`src/rtl/tlp_recv.sv`:
```
// RX TLP parser: decodes 1-DW MRd32/MWr32 into tlp_xcvr_pkg::Action records buffered in a small FIFO.
// Optional statistics counters are built only when TLP_RECV_STATS_EN is defined.
package tlp_xcvr_pkg;
  typedef logic [1:0] Channel;
  typedef logic [$bits(Channel):0] ChanIdx;
  typedef enum logic [1:0] {ACT_NONE = 2'd0, ACT_READ = 2'd1, ACT_WRITE = 2'd2, ACT_ERROR = 2'd3} ActKind;
  localparam logic [31:0] ERR_LENGTH  = 32'd1;
  localparam logic [31:0] ERR_TYPE    = 32'd2;
  localparam logic [31:0] ERR_FRAMING = 32'd3;
  typedef struct packed {
    ActKind      kind;
    logic [15:0] req_id;
    logic [7:0]  tag;
    ChanIdx      chan;
    logic [31:0] data;
  } Action;
endpackage

module tlp_recv
  import tlp_xcvr_pkg::*;
#(
  parameter int ACT_DEPTH = 4,
  parameter int ADDR_LSB  = 2
) (
  input  logic        pcieClk_in,
  input  logic        pcieRst_in,
  input  logic [63:0] rxData_in,
  input  logic        rxValid_in,
  output logic        rxReady_out,
  input  logic        rxSOP_in,
  input  logic        rxEOP_in,
  output Action       actData_out,
  output logic        actValid_out,
  input  logic        actReady_in,
  output logic [15:0] rxTlpCount_out,
  output logic [15:0] rxErrCount_out,
  output logic [1:0]  dbgState_out
);

  typedef enum logic [1:0] {S_IDLE = 2'd0, S_HDR1 = 2'd1, S_DATA = 2'd2, S_DRAIN = 2'd3} state_e;

  localparam int PTR_W = $clog2(ACT_DEPTH);
  localparam logic [PTR_W:0] READY_MAX = (PTR_W+1)'(ACT_DEPTH - 2);

  state_e           state_q, state_d;
  logic             is_wr_q, is_wr_d;
  logic [15:0]      req_id_q, req_id_d;
  logic [7:0]       tag_q, tag_d;
  ChanIdx           chan_q, chan_d;
  logic             rx_ready_q;
  logic             beat, push, pop;
  Action            push_act;
  Action            mem_q [ACT_DEPTH];
  logic [PTR_W-1:0] wr_ptr_q, rd_ptr_q;
  logic [PTR_W:0]   count_q;

  logic [1:0]  fmt;
  logic [4:0]  typ;
  logic [9:0]  len;
  ChanIdx      chan;

  function automatic Action mk_err(input logic [31:0] code);
    Action a;
    a      = '0;
    a.kind = ACT_ERROR;
    a.data = code;
    return a;
  endfunction

  function automatic Action mk_read(input logic [15:0] rid, input logic [7:0] t, input ChanIdx c);
    Action a;
    a        = '0;
    a.kind   = ACT_READ;
    a.req_id = rid;
    a.tag    = t;
    a.chan   = c;
    return a;
  endfunction

  function automatic Action mk_write(input ChanIdx c, input logic [31:0] d);
    Action a;
    a      = '0;
    a.kind = ACT_WRITE;
    a.chan = c;
    a.data = d;
    return a;
  endfunction

  // QW0 holds the header DW0/DW1; on QW1 the low DW is the address.
  assign fmt  = rxData_in[30:29];
  assign typ  = rxData_in[28:24];
  assign len  = rxData_in[9:0];
  assign chan = rxData_in[ADDR_LSB +: $bits(ChanIdx)];

  assign beat         = rxValid_in & rx_ready_q;
  assign actValid_out = (count_q != '0);
  assign pop          = actValid_out & actReady_in;
  assign actData_out  = mem_q[rd_ptr_q];
  assign rxReady_out  = rx_ready_q;
  assign dbgState_out = state_q;

  always_comb begin
    state_d  = state_q;
    is_wr_d  = is_wr_q;
    req_id_d = req_id_q;
    tag_d    = tag_q;
    chan_d   = chan_q;
    push     = 1'b0;
    push_act = '0;
    if (beat) begin
      unique case (state_q)
        S_IDLE: begin
          if (!rxSOP_in) begin
            push = 1'b1; push_act = mk_err(ERR_FRAMING);
          end else begin
            is_wr_d  = fmt[1];
            req_id_d = rxData_in[63:48];
            tag_d    = rxData_in[47:40];
            if (typ != 5'd0 || fmt[0]) begin
              push = 1'b1; push_act = mk_err(ERR_TYPE);
            end else if (len != 10'd1) begin
              push = 1'b1; push_act = mk_err(ERR_LENGTH);
            end else if (rxEOP_in) begin
              push = 1'b1; push_act = mk_err(ERR_FRAMING);
            end else begin
              state_d = S_HDR1;
            end
          end
        end
        S_HDR1: begin
          if (rxSOP_in) begin
            push = 1'b1; push_act = mk_err(ERR_FRAMING);
          end else if (is_wr_q && !rxData_in[2]) begin
            // Data DW lives in the next QW; an EOP here truncates the write.
            if (rxEOP_in) begin
              push = 1'b1; push_act = mk_err(ERR_FRAMING);
            end else begin
              chan_d  = chan;
              state_d = S_DATA;
            end
          end else begin
            push     = 1'b1;
            push_act = is_wr_q ? mk_write(chan, rxData_in[63:32]) : mk_read(req_id_q, tag_q, chan);
          end
        end
        S_DATA: begin
          push     = 1'b1;
          push_act = rxSOP_in ? mk_err(ERR_FRAMING) : mk_write(chan_q, rxData_in[31:0]);
        end
        S_DRAIN: begin
          if (rxEOP_in) state_d = S_IDLE;
        end
      endcase
      if (push) state_d = rxEOP_in ? S_IDLE : S_DRAIN;
    end
  end

  always_ff @(posedge pcieClk_in) begin
    if (pcieRst_in) begin
      state_q    <= S_IDLE;
      is_wr_q    <= 1'b0;
      req_id_q   <= '0;
      tag_q      <= '0;
      chan_q     <= '0;
      rx_ready_q <= 1'b0;
      wr_ptr_q   <= '0;
      rd_ptr_q   <= '0;
      count_q    <= '0;
    end else begin
      state_q    <= state_d;
      is_wr_q    <= is_wr_d;
      req_id_q   <= req_id_d;
      tag_q      <= tag_d;
      chan_q     <= chan_d;
      // Ready looks at the pre-push count; a TLP pushes at most once, so two pushes can never overflow.
      rx_ready_q <= (count_q <= READY_MAX);
      if (push) wr_ptr_q <= wr_ptr_q + PTR_W'(1);
      if (pop)  rd_ptr_q <= rd_ptr_q + PTR_W'(1);
      count_q    <= count_q + (PTR_W+1)'(push) - (PTR_W+1)'(pop);
    end
  end

  always_ff @(posedge pcieClk_in) begin
    if (push) mem_q[wr_ptr_q] <= push_act;
  end

`ifdef TLP_RECV_STATS_EN
  logic [15:0] tlp_cnt_q, err_cnt_q;

  always_ff @(posedge pcieClk_in) begin
    if (pcieRst_in) begin
      tlp_cnt_q <= '0;
      err_cnt_q <= '0;
    end else begin
      if (beat && rxSOP_in && tlp_cnt_q != 16'hFFFF) tlp_cnt_q <= tlp_cnt_q + 16'd1;
      if (push && push_act.kind == ACT_ERROR && err_cnt_q != 16'hFFFF) err_cnt_q <= err_cnt_q + 16'd1;
    end
  end

  assign rxTlpCount_out = tlp_cnt_q;
  assign rxErrCount_out = err_cnt_q;
`else
  assign rxTlpCount_out = '0;
  assign rxErrCount_out = '0;
`endif

endmodule

```
`config.mk`:
```
export PLATFORM = sky130hd
export DESIGN_NAME = tlp_recv
export DESIGN_NICKNAME = d
export VERILOG_FILES = /design/src/rtl/tlp_recv.sv
export SDC_FILE = /design/constraint.sdc
export NUM_CORES = 1
export LEC_CHECK = 0
export BUFFER_PORTS_ARGS = -buffer_cell sky130_fd_sc_hd__buf_2
export CAP_MARGIN = 20
export CORE_ASPECT_RATIO = 0.7
export CORE_MARGIN = 3
export CORE_UTILIZATION = 55
export DETAILED_ROUTE_END_ITERATION = 8
export PLACE_DENSITY = 0.87
export SLEW_MARGIN = 20
export SYNTH_ARGS = -nofsm -noshare
export SYNTH_HDL_FRONTEND = slang
export SYNTH_SLANG_ARGS = --single-unit
```
`constraint.sdc`:
```
create_clock -name pcieClk_in -period 5.4 [get_ports pcieClk_in]
set_input_delay 0.27 -clock pcieClk_in [delete_from_list [all_inputs] [get_ports pcieClk_in]]
set_output_delay 0.27 -clock pcieClk_in [all_outputs]
set_load 0.05 [all_outputs]
```
Yosys cells after proc, flatten, opt, wreduce, memory -nomap -nowiden
Memories as Yosys holds them, arrays and structs flattened. A register that Yosys moved wholly into a read port is not among the register bits.
Index checks and enable logic that the tools add are counted.
{"block": "op_classes", "add_sub_neg": 4, "magnitude_cmp": 1, "n_eq_ne": 12, "n_mux": 34, "bitwise": 4, "reduce_logical": 10}
{"op": "$mux 61", "n": 8}
{"op": "$pmux 61 s3", "n": 1}
{"op": "$mux 60", "n": 1}
{"op": "$mux 2", "n": 12}
{"op": "$ne 3x3->1 const B", "n": 8}
{"op": "$mux 1", "n": 10}
{"op": "$ne 10x1->1 const B", "n": 1}
{"op": "$reduce_and 10->1", "n": 1}
{"op": "$pmux 2 s3", "n": 1}
{"op": "$reduce_and 5->1", "n": 1}
{"op": "$reduce_bool 5->1", "n": 1}
{"op": "$add 2x1->2 const B", "n": 2}
{"op": "$eq 2x2->1 const B", "n": 2}
{"op": "$reduce_bool 4->1", "n": 1}
{"op": "$add 3x1->3", "n": 1}
{"op": "$le 3x2->1 const B", "n": 1}
{"op": "$pmux 1 s3", "n": 1}
{"op": "$reduce_and 3->1", "n": 1}
{"op": "$reduce_bool 3->1", "n": 1}
{"op": "$sub 3x1->3", "n": 1}
{"op": "$and 1x1->1", "n": 2}
{"op": "$eq 2x1->1 const B", "n": 1}
{"op": "$logic_not 2->1", "n": 1}
{"op": "$not 1->1", "n": 2}
{"op": "other kinds (3)", "n": 3}
{"block": "totals", "reg_bits": 38, "ramBits": 244, "out_inout_bits": 97, "mem_count": 1}
{"memory": "mem_q", "depth": 4, "width": 61, "rd": 1, "rd_ports_with_merged_regs": 1, "wr": 1, "line": "53", "text": "Action mem_q [ACT_DEPTH];"}

Depth between registers and ports, before layout
{"block": "logic_depth", "ltp_word": 9, "mapped_depth": 8, "depth_no_buf": 7}

Least setup slack after synthesis
OpenSTA, ideal clock, no wires.
{"block": "synth_timing", "path_kind": "register to register", "start": "register rx_ready_q (netlist: rxReady_out)", "end": "memory mem_q[0][0] (netlist bit), enable pin", "setup_ns": 0.425, "t_arrival_ns": 2.991, "required_ns": 4.975, "setup_slack_ns": 1.983, "stages_incl_launch_ff": 5, "synth_period_minus_slack_ns": 3.417, "cell_sequence": "dfxtp_1 -> nand2_1 -> a221o_1 -> a21oi_2 -> and2_1"}
{"block": "synth_between", "elab_chain_cells": 4}
{"element": "start: declaration", "line": "50", "text": "logic rx_ready_q;"}
{"element": "start signal: assignment", "line": "176", "text": "rx_ready_q <= (count_q <= READY_MAX);"}
{"element": "$and 1x1->1", "line": "95", "text": "assign beat = rxValid_in & rx_ready_q;"}
{"element": "$mux 1", "line": "110", "text": "if (beat) begin"}
{"element": "$mux 1", "line": "184", "text": "if (push) mem_q[wr_ptr_q] <= push_act;"}
{"element": "$mux 1 (implied by the code)", "line": "184"}
{"element": "end: declaration", "line": "53"}
No other way between the ends.

Worst setup path in the final report
{"block": "layout_timing", "start": "register state_q[0] (netlist: dbgState_out[0])", "end": "memory mem_q[1][12] (netlist bit), enable pin"}
{"block": "layout_between", "elab_chain_cells": 6, "word_cells_on_any_way": 8, "classes_between": "eq/ne: 2; mux: 5; reduce/logical: 1"}
{"element": "start: declaration", "line": "45", "text": "state_e state_q, state_d;"}
{"element": "start signal: assignment", "line": "170", "text": "state_q <= state_d;"}
{"element": "$eq 2x2->1, or another cell as far along", "line": "111", "text": "unique case (state_q)"}
{"element": "$pmux 1 s3 *", "line": "111"}
{"element": "$mux 1 * (2 in a row)", "line": "110"}
{"element": "$mux 1 *", "line": "184"}
{"element": "$mux 1 (implied by the code) *", "line": "184"}
Mark *: on every way between the ends. The rest lies on a longest branch, timed or not. The select of a mux whose other input is x is not followed.

==> results by group <==
Outcome
  – Status: completed

Worst setup path
  – Worst Path Buf+Inv: 1
  – Max FO, Critical Path: 38
  – CP max stage delay: 910 ps
  – Startpoint Class: register
  – Arr. time, crit path: 3250 ps
  – Required @ worst endpoint: 5570 ps
  – Critical path type: reg2reg
  – CP Capture Type: register
  – CP cell instances: nor2b_1 > a221o_1 > a21oi_2 > and2_2 > buf_4
  – Crit-path slowest cell: and2_2
  – Largest delay contributor family on the critical path: simple AND/OR/NAND/NOR gates

Timing
  – Worst-margin pin slew: 1030 ps
  – Final Hold Fails: 0
  – Final min period: 3080 ps
  – Final number of max-transition violations: 0
  – Clock Skew: 12.5 ps
  – # setup viols final: 0
  – Fmax: 325 MHz
  – RSZ-0062 raised after global routing: false
  – Hold slack: 16.2 ps
  – Fin crit share: 0.570
  – Slew headroom: 0.316
  – Setup Total Neg Slack: 0 ps

Die
  – Core area: 0.0201 sq mm
  – Width of the die: 179 microns
  – IO Pins: 167
  – Die Ht: 127 microns
  – Initial core utilization: 0.570
  – Core Rows: 43
  – Full die area: 0.0226 sq mm

Logic synthesis
  – EDFF count, synth: 244
  – Ys flop type: edfxtp_1
  – Post-Syn Area: 0.0115 sq mm
  – Sequential-to-total area share from yosys stat: 0.709
  – YS warnings: 0
  – FF+latch count, synth: 284
  – Synth cell types: 48
  – Asr flop ratio synth: 0
  – Avg Inst Size Synth: 16.7 sq um
  – Mapped Cells: 687

Route
  – Final WL: 26,300 microns
  – Via count: 6,732
  – Drt pass-1 iters: 6
  – WL per Instance: 23.8 microns
  – Post-DRT Antenna Nets: 0
  – Via-per-instance ratio: 6.09
  – DRC viols: 0
  – DR iter-0 viols: 841

Global route
  – Largest net degree at the start of global routing: 62
  – GRT Util Overall: 0.234
  – Vias in the first global route: 6,668
  – Initial antenna violation count: 0
  – Total grt overflow: 0
  – First-pass GRT wire length: 39,900 microns

Power and ir drop
  – Pwr dens: 453 mW/mm^2
  – Leak Pwr: 4.47 nW
  – Worst VDD drop: 0.393 mV

Placement
  – RePlAce Congestion: 0.858
  – Port Buf Inserts: 134
  – Post-DP HPWL: 16,900 microns

Clock tree
  – Post-cts resize count: 0
  – CTS Buf Count: 25
  – Clock buffer depth: 3
  – CTS H-Tree Depth: 1
  – CTS tree: yes
  – Clock sinks: 284
  – Clk Latency, worst-skew pair: 510 ps
  – Clock Pin Slew Worst Setup and Hold Paths: 70 ps
  – CTS root buf: clkbuf_16

Layout
  – Area grow syn2layout: 13.9%
  – Fillers: 1,342
  – N_diodes: 0
  – Layout cell share with drive strength beyond 1: 0.309
  – Nets: 898
  – Fin util: 0.649

Worst hold path
  – Worst Hold Class: in2reg

Flow run
  – Max cap viols: 0
-- logic make-up (layout without fill, tap and decap cells) --
family	count (synthesis)	count (layout)	share of synthesized area
compound gates	78	78	0.0452
fa+ha+maj	8	8	0.00938
mux	65	65	0.124
buf+inv	80	198	0.0377
simple gates	168	168	0.0727
flops	284	284	0.709
other cells	1	32	0.000327
xor+xnor	3	3	0.00229
-- stage by stage --
step                      power, W  setup WS, ps  cells  area (sq um)
after detailed placement   0.00432          2350   1061         12300
final                      0.00592          2320   1106         13100
after CTS                  0.00595          2220   1105         13000
after global placement     0.00430          2460   1061         12300
after global routing       0.00613          2110   1106         13100
after floorplan            0.00394          1980    718         11600
-- placed cells by master (no fill, tap or decap), drive strengths merged, types with 2 or more instances in the layout --
master / instances
and2: 30
clkbuf: 28
xor2: 2
mux4: 61
buf: 145
nand2b: 6
nand3: 2
mux2i: 3
a221oi: 3
nand2: 54
or4: 4
o21ai: 2
conb: 32
inv: 9
nor3: 5
nor3b: 2
clkinv: 13
a21oi: 32
dfxtp: 40
nor2b: 6
nand3b: 2
or3: 2
nor4: 4
ha: 7
a22oi: 33
nor2: 47
edfxtp: 244
-- Yosys cell counts (all sizes together), types with 7 or more instances --
master | instances | area (sq um)
edfxtp | 244 | 7330
mux4 | 61 | 1370
nand2 | 54 | 203
nor2 | 47 | 176
buf | 43 | 294
dfxtp | 40 | 801
a22oi | 33 | 248
a21oi | 32 | 164
and2 | 30 | 188
clkbuf | 28 | 105
inv | 9 | 33.8
ha | 7 | 87.6
-- registers in the layout (all words and copies together) (netlist names), named ones only --
register / flops
chan_q: 3
count_q: 3
dbgState_out: 2
is_wr_q: 1
mem_q: 244
rd_ptr_q: 2
req_id_q: 16
rxReady_out: 1
tag_q: 8
wr_ptr_q: 2
-- worst reg2reg max path: stages, from the launching register on --
cell and delay, ps:
dfxtp_1 470, nor2b_1 240, a221o_1 310, a21oi_2 310, and2_2 910, buf_4 490
-- metal layers --
| layer | vias up | GRT usage | part of all wire |
|---|---|---|---|
| met5 | - | 0 | 0 |
| met4 | 0 | 0.0668 | 0.026 |
| met3 | 59 | 0.0479 | 0.11 |
| met2 | 457 | 0.360 | 0.47 |
| met1 | 3368 | 0.346 | 0.40 |
| li1 | 2848 | - | - |
-- where the power goes --
group / switching, W / leakage (nW) / internal [W]
logic: 0.00117 / 1.47 / 0.000505
registers: 0.0000966 / 2.64 / 0.00250
clock network: 0.000741 / 0.364 / 0.000903
-- area by class of cell --
type | instances | area [sq um] | area share
multi-input combinational | 354 | 3050 | 0.233
sequential | 284 | 8130 | 0.622
tap | 270 | 338 | 0.0259
clock inverter | 15 | 96.3 | 0.00737
clock buffer | 28 | 647 | 0.0495
inverter | 9 | 33.8 | 0.00259
timing repair buffer | 146 | 771 | 0.0590
-- worst paths after layout --
kind / cells after the start / end / start / slack (ps)
worst min-delay path: 3 / req_id_q[10] / rxData_in[58] / 20
worst min register to register: 2 / req_id_q[11] / req_id_q[11] / 450
worst max register to register: 5 / mem_q[1][12] / dbgState_out[0] / 2320
worst max-delay path: 5 / mem_q[1][12] / dbgState_out[0] / 2320
-- what timing repair did --
item                      4_1_cts  5_1_grt
hold buffers                    1        0
hold endpoints to repair        1        0
setup buffers                   0        0
No activity file was read; power rests on OpenSTA's default activity.
